## src/rtl/isr_return_ctrl.sv

```systemverilog
// Return-from-interrupt controller: EPC nesting stack, priority tracking, RTI stall/flush/redirect.
// Latency: push visible next cycle; RTI redirect 4 cycles after rti_dec plus hazard cycles; rti_hazard stalls IF/ID.
module isr_return_ctrl #(
    parameter int DEPTH = 4,
    parameter int PC_W  = 16
) (
    input  logic            clk,
    input  logic            rst,
    input  logic            rti_dec,
    input  logic            data_hazard,
    input  logic            control_hazard,
    input  logic            pop_hazard,
    input  logic            isr_enter_gt,
    input  logic            isr_enter_kb,
    input  logic            isr_enter_so,
    input  logic [PC_W-1:0] epc_in,
    output logic            rti_hazard,
    output logic            flush_ifid,
    output logic            ld_pc_epc,
    output logic [PC_W-1:0] return_pc,
    output logic            allow_gt,
    output logic            allow_kb,
    output logic            allow_so,
    output logic            in_isr,
    output logic [1:0]      cur_level,
    output logic            rti_illegal,
    output logic            nest_ovf,
    output logic            proto_err
);

    localparam int IDX_W = (DEPTH > 1) ? $clog2(DEPTH) : 1;
    localparam int CNT_W = IDX_W + 1;
    localparam int ENT_W = PC_W + 2;

    typedef enum logic [1:0] {IDLE, WAIT_HAZ, FLUSH, REDIRECT} state_t;

    state_t                        state;
    logic [DEPTH-1:0][ENT_W-1:0]   stack;
    logic [CNT_W-1:0]              depth;
    logic [CNT_W-1:0]              depth_m1;
    logic [1:0]                    flush_cnt;
    logic [ENT_W-1:0]              top_ent;
    logic                          hazard;
    logic                          idle;
    logic                          enter_any;
    logic                          enter_multi;
    logic                          stack_full;
    logic                          push_ok;
    logic [1:0]                    enter_lvl;

    assign hazard      = data_hazard | control_hazard | pop_hazard;
    assign idle        = (state == IDLE);
    assign enter_any   = isr_enter_gt | isr_enter_kb | isr_enter_so;
    assign enter_multi = (isr_enter_gt & isr_enter_kb) | (isr_enter_gt & isr_enter_so) |
                         (isr_enter_kb & isr_enter_so);
    assign stack_full  = (depth == CNT_W'(DEPTH));
    assign push_ok     = enter_any & ~enter_multi & idle & ~stack_full;
    assign depth_m1    = depth - CNT_W'(1);

    always_comb begin
        enter_lvl = 2'd3;
        if (isr_enter_gt)
            enter_lvl = 2'd1;
        else if (isr_enter_kb)
            enter_lvl = 2'd2;
    end

    assign top_ent   = (depth == '0) ? '0 : stack[depth_m1[IDX_W-1:0]];
    assign cur_level = top_ent[ENT_W-1 -: 2];
    assign return_pc = top_ent[PC_W-1:0];
    assign in_isr    = (depth != '0);

    // Enables drop while an RTI is in flight so no new entry races the pop.
    assign allow_gt = idle & (cur_level < 2'd1);
    assign allow_kb = idle & (cur_level < 2'd2);
    assign allow_so = idle & (cur_level < 2'd3);

    always_ff @(posedge clk or posedge rst) begin
        if (rst) begin
            state       <= IDLE;
            stack       <= '0;
            depth       <= '0;
            flush_cnt   <= 2'd0;
            rti_hazard  <= 1'b0;
            flush_ifid  <= 1'b0;
            ld_pc_epc   <= 1'b0;
            rti_illegal <= 1'b0;
            nest_ovf    <= 1'b0;
            proto_err   <= 1'b0;
        end else begin
            rti_illegal <= 1'b0;
            ld_pc_epc   <= 1'b0;

            if (enter_any) begin
                if (!idle || enter_multi)
                    proto_err <= 1'b1;
                else if (stack_full)
                    nest_ovf <= 1'b1;
            end
            if (push_ok)
                stack[depth[IDX_W-1:0]] <= {enter_lvl, epc_in};

            case (state)
                IDLE: begin
                    if (push_ok)
                        depth <= depth + CNT_W'(1);
                    // A same-cycle push makes the stack non-empty, so the RTI returns from it.
                    if (rti_dec) begin
                        if (depth == '0 && !push_ok) begin
                            rti_illegal <= 1'b1;
                        end else begin
                            state      <= WAIT_HAZ;
                            rti_hazard <= 1'b1;
                        end
                    end
                end
                WAIT_HAZ: begin
                    if (!hazard) begin
                        flush_cnt  <= 2'd0;
                        flush_ifid <= 1'b1;
                        state      <= FLUSH;
                    end
                end
                FLUSH: begin
                    flush_cnt <= flush_cnt + 2'd1;
                    if (flush_cnt == 2'd1) begin
                        flush_ifid <= 1'b0;
                        ld_pc_epc  <= 1'b1;
                        state      <= REDIRECT;
                    end
                end
                REDIRECT: begin
                    depth      <= depth_m1;
                    rti_hazard <= 1'b0;
                    state      <= IDLE;
                end
                default: state <= IDLE;
            endcase
        end
    end

endmodule

```

## config.mk

```make
export PLATFORM = sky130hd
export DESIGN_NAME = isr_return_ctrl
export DESIGN_NICKNAME = d
export VERILOG_FILES = /design/src/rtl/isr_return_ctrl.sv
export SDC_FILE = /design/constraint.sdc
export NUM_CORES = 1
export LEC_CHECK = 0
export CAP_MARGIN = 20
export CORE_ASPECT_RATIO = 0.7
export CORE_MARGIN = 8
export CORE_UTILIZATION = 45
export DETAILED_ROUTE_END_ITERATION = 16
export PLACE_DENSITY = 0.75
export SLEW_MARGIN = 10
export SYNTH_ARGS = -nofsm -noshare
export SYNTH_HDL_FRONTEND = slang
export SYNTH_SLANG_ARGS = --single-unit
```

## constraint.sdc

```tcl
create_clock -name clk -period 8 [get_ports clk]
set_input_delay 0.8 -clock clk [delete_from_list [all_inputs] [get_ports clk]]
set_output_delay 0.8 -clock clk [all_outputs]
set_load 0.05 [all_outputs]
```

* After elaboration in Yosys (flattened, before gate mapping)
Index checks and enable logic that the tools add are counted.
Storage, ports and cells: input bits 25, logic and storage cells 95, flip-flop bits (word level) 85, output and inout bits 28
Cells by class: magnitude comparators 6, eq/ne operators 10, bitwise operators 18, add/subtract/negate cells 3, mux-type cells 28, reductions and logical operators 17
Operators by type and width (number):
- 72-bit bitwise mux | 1
- 18-bit 2-to-1 mux | 3
- 18-bit binary-select mux with 2-bit select | 1
- 18-bit demux with 2-bit select | 1
- 2-bit 2-to-1 mux | 6
- 1-bit 2-to-1 mux | 10
- 1-bit AND | 9
- 3-bit AND reduction | 3
- 2-bit inequality test, second input constant | 4
- 2-bit one-hot mux with 4 select lines | 1
- 2-bit by 3-bit less-than comparator with 1-bit output, second input constant | 2
- 1-bit OR | 6
- 3-bit one-hot mux with 2 select lines | 1
- 2-bit AND reduction | 3
- 2-bit by 1-bit equality test with 1-bit output, second input constant | 2
- 2-bit equality test, second input constant | 2
- 2-bit less-than comparator, second input constant | 2
- 1-bit one-hot mux with 2 select lines | 2
- 2-bit one-hot mux with 2 select lines | 1
- 4-bit AND reduction | 1
- 2-bit nonzero test | 2
- 3-bit by 1-bit adder with 3-bit output, second input constant | 1
- 3-bit equality test, second input constant | 1
- 3-bit zero test | 1
- other kinds (12) | 16

* Depth between registers and ports, before layout
depth in word-level cells 12, gate-level depth with buffers 9, gate-level depth less buffers 6

* Worst setup path after synthesis
Ideal clock, no wire load.
path kind reg-to-output, start point register depth[0], end point output port allow_so, arrival 3.488 ns, setup slack 3.712 ns, buffers on the path 3, data required time 7.200 ns, cell stages (with the launch flop) 9, path through dfrtp_1 -> buf_2 -> buf_2 -> inv_1 -> ha_1 -> buf_2 -> mux4_2 -> and2_1 -> a21boi_0
Between the ends: word-level cells in the longest chain between the ends 6, elaborated cells between the ends (all ways) 7, classes of those cells add/sub (1); order compare (1); mux (3); bitwise (1); reduce/logical (1)
Ends and longest elaborated chain:
- start, declared | RTL line 39 | logic [CNT_W-1:0] depth;
- start signal, assigned | RTL line 106 | depth <= depth + CNT_W'(1);
- start signal, assigned | RTL line 133 | depth <= depth_m1;
- 3-bit by 1-bit subtractor with 3-bit output | RTL line 58 | assign depth_m1 = depth - CNT_W'(1);
- named net depth_m1[0] | RTL line 40 | logic [CNT_W-1:0] depth_m1;
- 18-bit binary-select mux with 2-bit select | RTL line 68 | assign top_ent = (depth == '0) ? '0 : stack[depth_m1[IDX_W-1:0]];
- 18-bit 2-to-1 mux (implied by the code) | RTL line 68
- 18-bit 2-to-1 mux | RTL line 68
- named net cur_level[1] | RTL line 25 | output logic [1:0] cur_level,
- 2-bit less-than comparator | RTL line 76 | assign allow_so = idle & (cur_level < 2'd3);
- 1-bit AND | RTL line 76
- end, declared | RTL line 23 | output logic allow_so,
The timed path passes the listed nets, and every way through them passes these cells. The select of a mux whose other input is x is not followed.

* Final worst setup path
start point register depth[0], end point output port allow_gt
Between the ends: word-level cells in the longest chain between the ends 6, elaborated cells between the ends (all ways) 7, classes of those cells add/sub (1); order compare (1); mux (3); bitwise (1); reduce/logical (1)
Ends and longest elaborated chain:
- 3-bit by 1-bit subtractor with 3-bit output | RTL line 58
- named net depth_m1[0] | RTL line 40
- 18-bit binary-select mux with 2-bit select | RTL line 68
- 18-bit 2-to-1 mux (implied by the code) | RTL line 68
- 18-bit 2-to-1 mux | RTL line 68
- 2-bit by 1-bit less-than comparator with 1-bit output | RTL line 74 | assign allow_gt = idle & (cur_level < 2'd1);
- 1-bit AND | RTL line 74
- end, declared | RTL line 21 | output logic allow_gt,
The timed path passes the listed nets, and every way through them passes these cells. The select of a mux whose other input is x is not followed.

==> qor.csv <==
metric,value,unit
status,"complete, no violations",
yosysWarnings,0,
drtIter0Drc,131,
fin_crit,4746,ps
fp-row-count,30,
synth_top_family_by_area,multiplexers,
cap_violations,0,
cts_root_buffer,clkbuf_16,
final_cells,505,
yosysSeqAreaShare,49.20,%
dp.cells,489,
worstSkewPairLatency,340,ps
viasPerCell,5.493,
stdcell_area,5259,µm²
wire_per_inst,18.33,µm
grt_pass1_vias,2887,
r2r_cells,7,
synth_area_per_cell,13.43,µm²
synth_seq_cells,85,
fin_ws,3254,ps
rrSetupSlack,4980,ps
netSwitchingPower,1.061,mW
hold_viol,0,
vdd_drop_max,346.7,µV
hp-start,proto_err,
coreArea,9534,µm²
register_area,2127,µm²
crit_path_end_kind,primary output,
syn-cell-area,4323,µm²
p_seq_share,27.8,%
crit_fanout,22,
dieArea,13050,µm²
cts-htree-levels,3,
cellLeakagePower,2.297,nW
firstDrtPassIters,4,
pwr-share-comb,55.7,%
grt_pass1_wl,15390,µm
synth_most_common_cell,dfrtp_1,
antenna_found_initial,0,
diodes,0,
yosysTopAreaCellShare,49.20,%
synth-compound-area-share,6.889,%
overflow,0,
drc,0,
clk_pin_slew_worst_paths,60,ps
cts_hold_buf,0,
max_freq,210.7,MHz
cts_buffer_depth,2,
syn-num-nets,358,
yosys.area_share.simple,8.596,%
ys_top_cells_by_area,"dfrtp_1 49%, mux2_2 11%, mux4_2 9.4%, mux2_4 6.9%, ha_1 3.2%",
r2r-end,stack[60],
nNetsFinal,409,
rsz0062_at_grt,no,
die_h,98.01,µm
port_buffers,52,
switching_share,41.52,%
antenna_left,0,
ys_top_cells_by_count,"85 x dfrtp_1, 44 x mux2_2, 20 x and2_1, 20 x mux2_4, 19 x nand2_1",
maxSlewHeadroom,29.66,%
cts_sinks,85,
synth_top_cell_by_area,dfrtp_1,
synthArstFlopShare,100.0,%
synth_flop_cell,dfrtp_1,
whs_endpoint,proto_err,
syn_to_final_growth,21.65,%
drive_above_1_share,28.91,%
clkPwrFrac,16.5,%
vias,2774,
cts_buffers,9,
critPathRequiredTime,7200,ps
start_util,45.34,%
p_per_area,485.8,nW/µm²
critPathKind,register to primary output,
grt_max_degree,86,
arrival,3950,ps
post_cts_buffers,0,
worstMarginPinSlew,1055,ps
cts-resized-gates,0,
drv_slew,0,
start_kind,register,
hold_class,register to register,
pre_cts_ws,3533,ps
ys_types,41,
synth_edf_count,0,
synth_xor_area_share,0.7815,%
die_x,133.1,µm
worstReg2RegStart,depth[0],
routed_wl,9259,µm
timing.final.crit_share,59.32,%
multi_input_area,2063,µm²
io_pins,53,
synthMuxAreaShare,28.28,%
gp_congestion,0.7909,
clock_skew,5.941,ps
synthAdderAreaFrac,3.184,%
tritoncts,done,
final.setup.tns,0,ps
track_usage,14.84,%
final-setup-viol-count,0,
syn_inst,322,
dpl_cell_area,4932,µm²
dp_hpwl,6025,µm
fillers,795,
internal_power,1.494,mW
hold_depth,1,
[state kept, by name, indices dropped and copies added, names as in the netlist]
name and count:
proto_err 1, flush_cnt 2, ld_pc_epc 1, depth 3, stack 72, nest_ovf 1
state 2, rti_hazard 1, flush_ifid 1, rti_illegal 1
[placed cells by master (no fill, tap or decap), types with 2 or more instances in the layout]
master / count
a21oi_1: 11
a22oi_1: 2
a31oi_1: 10
and2_1: 20
buf_4: 3
clkbuf_16: 9
clkdlybuf4s50_1: 52
dfrtp_1: 85
ha_1: 11
inv_1: 9
inv_6: 2
mux2_2: 44
mux2_4: 20
mux4_2: 18
nand2_1: 19
nand2b_1: 3
nand3_1: 4
nand3_4: 2
nor2_1: 3
nor2b_1: 5
nor3_1: 3
o211ai_1: 3
o21ai_0: 14
o21ai_1: 2
[power groups by stage]
stage	Sequential, mW	Clock, mW	Combinational (mW)
6_report	0.710	0.421	1.42
5_1_grt	0.734	0.449	1.52
4_1_cts	0.709	0.434	1.44
3_5_place_dp	0.714	0	1.44
3_3_place_gp	0.703	0	1.41
2_1_floorplan	0.713	0	1.04
[critical path: stages, from the launching register on]
cell	delay (ps)
dfrtp_1	320
buf_4	360
inv_1	150
ha_1	1020
mux4_2	640
o21ai_0	150
and2_1	150
clkdlybuf4s50_1	800
[worst max-delay path by stage]
stage               startpoint       end  slack [ps]
finish                depth[0]  allow_gt        3250
global route          depth[0]  allow_gt        3000
CTS                   depth[0]  allow_gt        3150
detailed placement    depth[0]  allow_gt        3530
global placement      depth[0]  allow_gt        3630
floorplan             depth[0]  allow_so        3710
[metal layers]
metal,GRT usage [%],wire length (µm),share of wire [%]
met5,0,0,0
met4,2.837,30,0.32
met3,5.846,612,6.6
met2,21.99,4278,46
met1,20.23,4338,47
[cell families after synthesis]
kind of cell	Yosys count
compound gates	49
xor+xnor	3
fa+ha+maj	11
buf+inv	26
flops	85
mux	84
simple gates	64
[layout make-up]
class                           instances  area share (%)
Clock buffer                           11           4.616
Sequential cell                        85           40.45
Clock inverter                          4           1.071
Inverter                               10          0.7376
Timing Repair Buffer                   56           10.85
Multi-Input combinational cell        211           39.23
Tap cell                              128           3.045
[stage by stage]
step	power, mW	hold slack (ps)	utilization [%]
CTS	2.586	473.8	54.87
global placement	2.113	452.0	51.73
detailed placement	2.150	456.0	51.73
floorplan	1.758	444.8	-
finish	2.555	465.7	55.16
global route	2.706	495.1	55.16
Note: power is estimated with default switching activity, not from simulation.
==> edit 1, RTL diff (same flow settings) <==
Put a register stage on the outputs `return_pc`, `allow_gt`, `allow_kb`, `allow_so` and `in_isr`, cleared by the reset. The values now appear one clock later. The other outputs are not delayed to match.
--- a/src/rtl/isr_return_ctrl.sv
+++ b/src/rtl/isr_return_ctrl.sv
@@ -69,9 +69,19 @@
     assign cur_level = top_ent[ENT_W-1 -: 2];
-    assign return_pc = top_ent[PC_W-1:0];
-    assign in_isr    = (depth != '0);
+    always_ff @(posedge clk or posedge rst) begin
+        if (rst) begin
+            return_pc <= '0;
+            allow_gt  <= '0;
+            allow_kb  <= '0;
+            allow_so  <= '0;
+            in_isr    <= '0;
+        end else begin
+            return_pc <= top_ent[PC_W-1:0];
+            allow_gt  <= idle & (cur_level < 2'd1);
+            allow_kb  <= idle & (cur_level < 2'd2);
+            allow_so  <= idle & (cur_level < 2'd3);
+            in_isr    <= (depth != '0);
+        end
+    end
 
     // Enables drop while an RTI is in flight so no new entry races the pop.
-    assign allow_gt = idle & (cur_level < 2'd1);
-    assign allow_kb = idle & (cur_level < 2'd2);
-    assign allow_so = idle & (cur_level < 2'd3);
 
Check against the original RTL: not equivalent (a bounded check fails within 4 cycles, from zero or initial values and one cycle with rst high).
==> edit 1 against the unedited design <==
  * Sequential cell count increased by 20
  * First-iteration DRC count grew 3.1%
  * Wire length fell by 5.1%
  * Final cell count fell by 1.2%
  * Die area grew 4.7%
  * Synthesized area grew 5.4%
  * Final area grew 4.5%
  * Total power shrank 4.3%
  * Critical endpoint is now cur_level[1]
  * Clock skew is 0.0019 ns higher
  * Setup slack better by 1.2 ns
==> edit 1: results (changes against the unedited design) <==
| Metric | Value |
|---|---|
| Status | `completed` |
| Pin count of the biggest net entering global routing | `65 (-24%)` |
| Met2 Track Usage GR | `21.7% (-0.28 points)` |
| Nets | `403 (-1.5%)` |
| RePlAce Congestion | `0.723 (-8.6%)` |
| Sequential cell area fraction in the yosys report | `57.6% (+8.4 points)` |
| Peak VDD IR | `0.000201 V (-42%)` |
| CP startpoint | `depth[1]` |
| Synth area leaders | `dfrtp_1, mux2_2, mux4_2` |
| Mean Syn Cell Area | `14.4 sq um (+7.4%)` |
| Mapped Nets | `352 (-1.7%)` |
| Synth cell count leaders | `dfrtp_1, mux2_2, nor2b_1, mux4_2, nand2_1` |
| Rel. slew slack | `27.8% (-1.9 points)` |
| Layout cells sized above 1 | `29.1% (+0.20 points)` |
| Synth cell types | `35 (-15%)` |
| Gr usage total | `13.9% (-0.89 points)` |
| Max Fanout on Critical Path | `7 (-68%)` |
| WL/cell | `17.6 um (-3.9%)` |
| Detailed Place HPWL | `5.89 mm (-2.3%)` |
| CP arrival | `2.75 ns (-1.20 ns)` |
| Worst-case reg-to-reg path depth | `5 (-2)` |
| Vias in the first global route | `2847 (-1.4%)` |
| Fillers | `803 (+1.0%)` |
| DR iter-0 viols | `135 (+3.1%)` |
| Leakage power | `2.42 nW (+5.5%)` |
| Reg2reg start | `state[1]` |
| Critical path's largest stage delay | `0.85 ns (-0.17 ns)` |
| Worst setup path end | `cur_level[1]` |
| Placed insts | `483 (-1.2%)` |
| Worst-case clock skew | `0.00780 ns (+0.00186 ns)` |
| Largest regs | `stack x72, return_pc x16, depth x3` |
| Total wire length | `8.79 mm (-5.1%)` |
edit 1: changes by cell type after synthesis, sizes merged, moves of 2 or more:
cell / delta
dfrtp: +20
and2: -19
nor2b: +16
a21oi: -9
a31oi: -8
nand3: -4
buf: +3
nand3b: +3
o211ai: -3
a22oi: -2
nand2: -2
nor3: -2
o2111ai: +2
edit 1: final cells by class:
cell class	count	area share (%)
clock buffers	11	4.42
well taps	128	2.92
inverters	11	0.797
repair buffers	58	10.7
clock inverters	4	0.524
flip-flops and latches	105	47.8
multi-input cells	182	32.9
edit 1: cell families (layout without fill, tap and decap cells):
family | count (synthesis) | in the layout | share of synthesized area [%]
AO/OA/AOI/OAI | 30 | 30 | 4.17
XOR/XNOR | 3 | 3 | 0.577
adder cells (fa/ha/maj) | 11 | 11 | 3.02
buffers and inverters | 29 | 84 | 2.94
flip-flops | 105 | 105 | 57.6
multiplexers | 85 | 85 | 25.4
AND/OR/NAND/NOR | 53 | 53 | 6.23
edit 1: metrics by stage:
step | hold slack (ns) | setup slack [ns] | area [sq um] | power, mW
3_3_place_gp | 0.442 | 4.58 | 5190 | 2.01
5_1_grt | 0.500 | 4.26 | 5490 | 2.59
6_report | 0.474 | 4.45 | 5490 | 2.44
4_1_cts | 0.474 | 4.40 | 5470 | 2.47
2_1_floorplan | 0.445 | 4.44 | 4560 | 1.75
3_5_place_dp | 0.453 | 4.44 | 5190 | 2.05
edit 1: routing by layer:
metal / routed length [um] / vias to the layer above
met2: 4150 / 42
met1: 4130 / 1346
met5: 0 / -
met3: 432 / 10
li1: - / 1218
met4: 76 / 0
edit 1: power breakdown:
group	total, mW	leakage, nW	switching, mW	internal, mW
clock network	0.407	0.128	0.188	0.219
registers	0.896	1.30	0.117	0.779
logic	1.14	0.999	0.584	0.557
total	2.44	2.42	0.889	1.55
==> edit 2, RTL diff (same settings) <==
Made on the original files. The parameter `PC_W` goes from 16 to 32.
--- a/src/rtl/isr_return_ctrl.sv
+++ b/src/rtl/isr_return_ctrl.sv
@@ -4,3 +4,3 @@
     parameter int DEPTH = 4,
-    parameter int PC_W  = 16
+    parameter int PC_W  = 32
 ) (
Ports: changed (resized epc_in and return_pc); port bits go from 53 to 85. No check against the original RTL was run, so the function may have changed too.
==> edit 2 against the unedited design <==
  * Setup slack better by 0.73 ns
  * Sequential cell count is 64 higher
  * First-iteration DRC count is 100% higher
  * Wire length is 70% higher
  * Global-route usage is 0.94 points higher
  * Critical endpoint is now return_pc[6]
  * Largest cell class unchanged
  * Critical path type unchanged
  * Highest routed layer unchanged
  * Final area is 69% higher
  * Critical path depth is 1 lower
  * Synthesized area is 68% higher
  * Via count is 51% higher
Power is left out: the tool's default activity adds up to more than one toggle a clock period on the data nets, which glitch-free logic cannot reach.
==> edit 2: results (changes against the unedited design) <==
| Metric | Value |
|---|---|
| CTS buffer count | `17 (+8)` |
| Detail Route met2 WL | `7.50 mm (+75%)` |
| PortBufs | `84 (+62%)` |
| WL/cell | `20.5 um (+12%)` |
| Worst slew pin tran | `0.990 ns (-0.0646 ns)` |
| M1 WL | `7.37 mm (+70%)` |
| Reg2reg start | `state[0]` |
| Status | `completed` |
| Largest regs | `stack x136, depth x3` |
| Hold WS | `0.481 ns (+0.0149 ns)` |
| Nets | `602 (+47%)` |
| Worst-case reg-to-reg path depth | `6 (-1)` |
| Worst R2R Setup Slack | `5.17 ns (+0.19 ns)` |
| Htree depth | `4 (+1)` |
| Detailed Place HPWL | `10.1 mm (+68%)` |
| Layout cells sized above 1 | `35.7% (+6.8 points)` |
| DP Worst Slack | `3.98 ns (+0.446 ns)` |
| RR Endpoint | `stack[55]` |
| Gr usage total | `15.8% (+0.94 points)` |
| Synth area leaders | `dfrtp_1, mux2_4, mux4_2` |
| Mapped Nets | `517 (+44%)` |
| RePlAce Congestion | `0.738 (-6.7%)` |
| Worst Hold End | `stack[135]` |
| Hold path cells | `2 (+1)` |
| Clk Latency, worst-skew pair | `0.41 ns (+0.07 ns)` |
| DR iter-0 viols | `267 (+100%)` |
| Fillers | `1270 (+60%)` |
| Synth cell count leaders | `dfrtp_1, mux2_4, mux2_2, nor2b_1, mux4_2` |
| Worst-case clock skew | `0.00732 ns (+0.00138 ns)` |
| Synth cell types | `42 (+2.4%)` |
| Max Fanout on Critical Path | `28 (+27%)` |
| CP arrival | `3.22 ns (-0.73 ns)` |
edit 2: cell types whose count changed after synthesis, sizes merged, moves of 5 or more:
cell / unedited run / this run
mux2: 65 / 129
mux4: 18 / 34
buf: 11 / 22
a21oi: 11 / 2
and2: 20 / 1
nor2b: 5 / 36
a31oi: 10 / 1
nand3: 6 / 1
dfrtp: 85 / 149
edit 2: layer usage:
metal | GRT usage [%] | vias up
met3 | 3.57 | 18
li1 | - | 1872
met5 | 0 | -
met2 | 25.1 | 95
met1 | 21.2 | 2194
met4 | 5.45 | 0
edit 2: logic make-up after synthesis:
logic type      count (synthesis)  share of synthesized area [%]
compound gates                 32                           3.88
xor+xnor                        4                          0.739
fa+ha+maj                      12                           2.03
buf+inv                        35                           2.95
flops                         149                           51.2
mux                           164                           34.0
simple gates                   69                           5.21
edit 2: how the worst max path moves through the flow:
stage	from	to	slack (ns)
floorplan	rst	depth[0]	3.19
finish	depth[1]	return_pc[6]	3.98
global placement	depth[1]	allow_so	4.02
global route	depth[1]	allow_so	3.75
detailed placement	depth[1]	allow_so	3.98
CTS	depth[1]	allow_so	3.51
edit 2: final cells by class:
type / instances / area (sq um) / share of cell area (%)
Tap cell: 205 / 256 / 2.89
Clock inverter: 15 / 146 / 1.65
Timing Repair Buffer: 92 / 933 / 10.5
Multi-Input combinational cell: 281 / 3350 / 37.7
Inverter: 9 / 38.8 / 0.437
Sequential cell: 149 / 3730 / 42.0
Clock buffer: 17 / 425 / 4.79
edit 2: worst max-delay path: stages, from the launching register on:
cell and delay, ns:
dfrtp_1 0.40, inv_1 0.11, ha_2 0.57, buf_12 0.28
mux4_2 0.53, nor2b_1 0.15, clkdlybuf4s50_1 0.74
edit 2: through the flow:
stage	instance area, sq um	std cells
floorplan	7280	465
global placement	8260	734
CTS	8830	766
finish	8880	768
global route	8880	768
detailed placement	8260	734
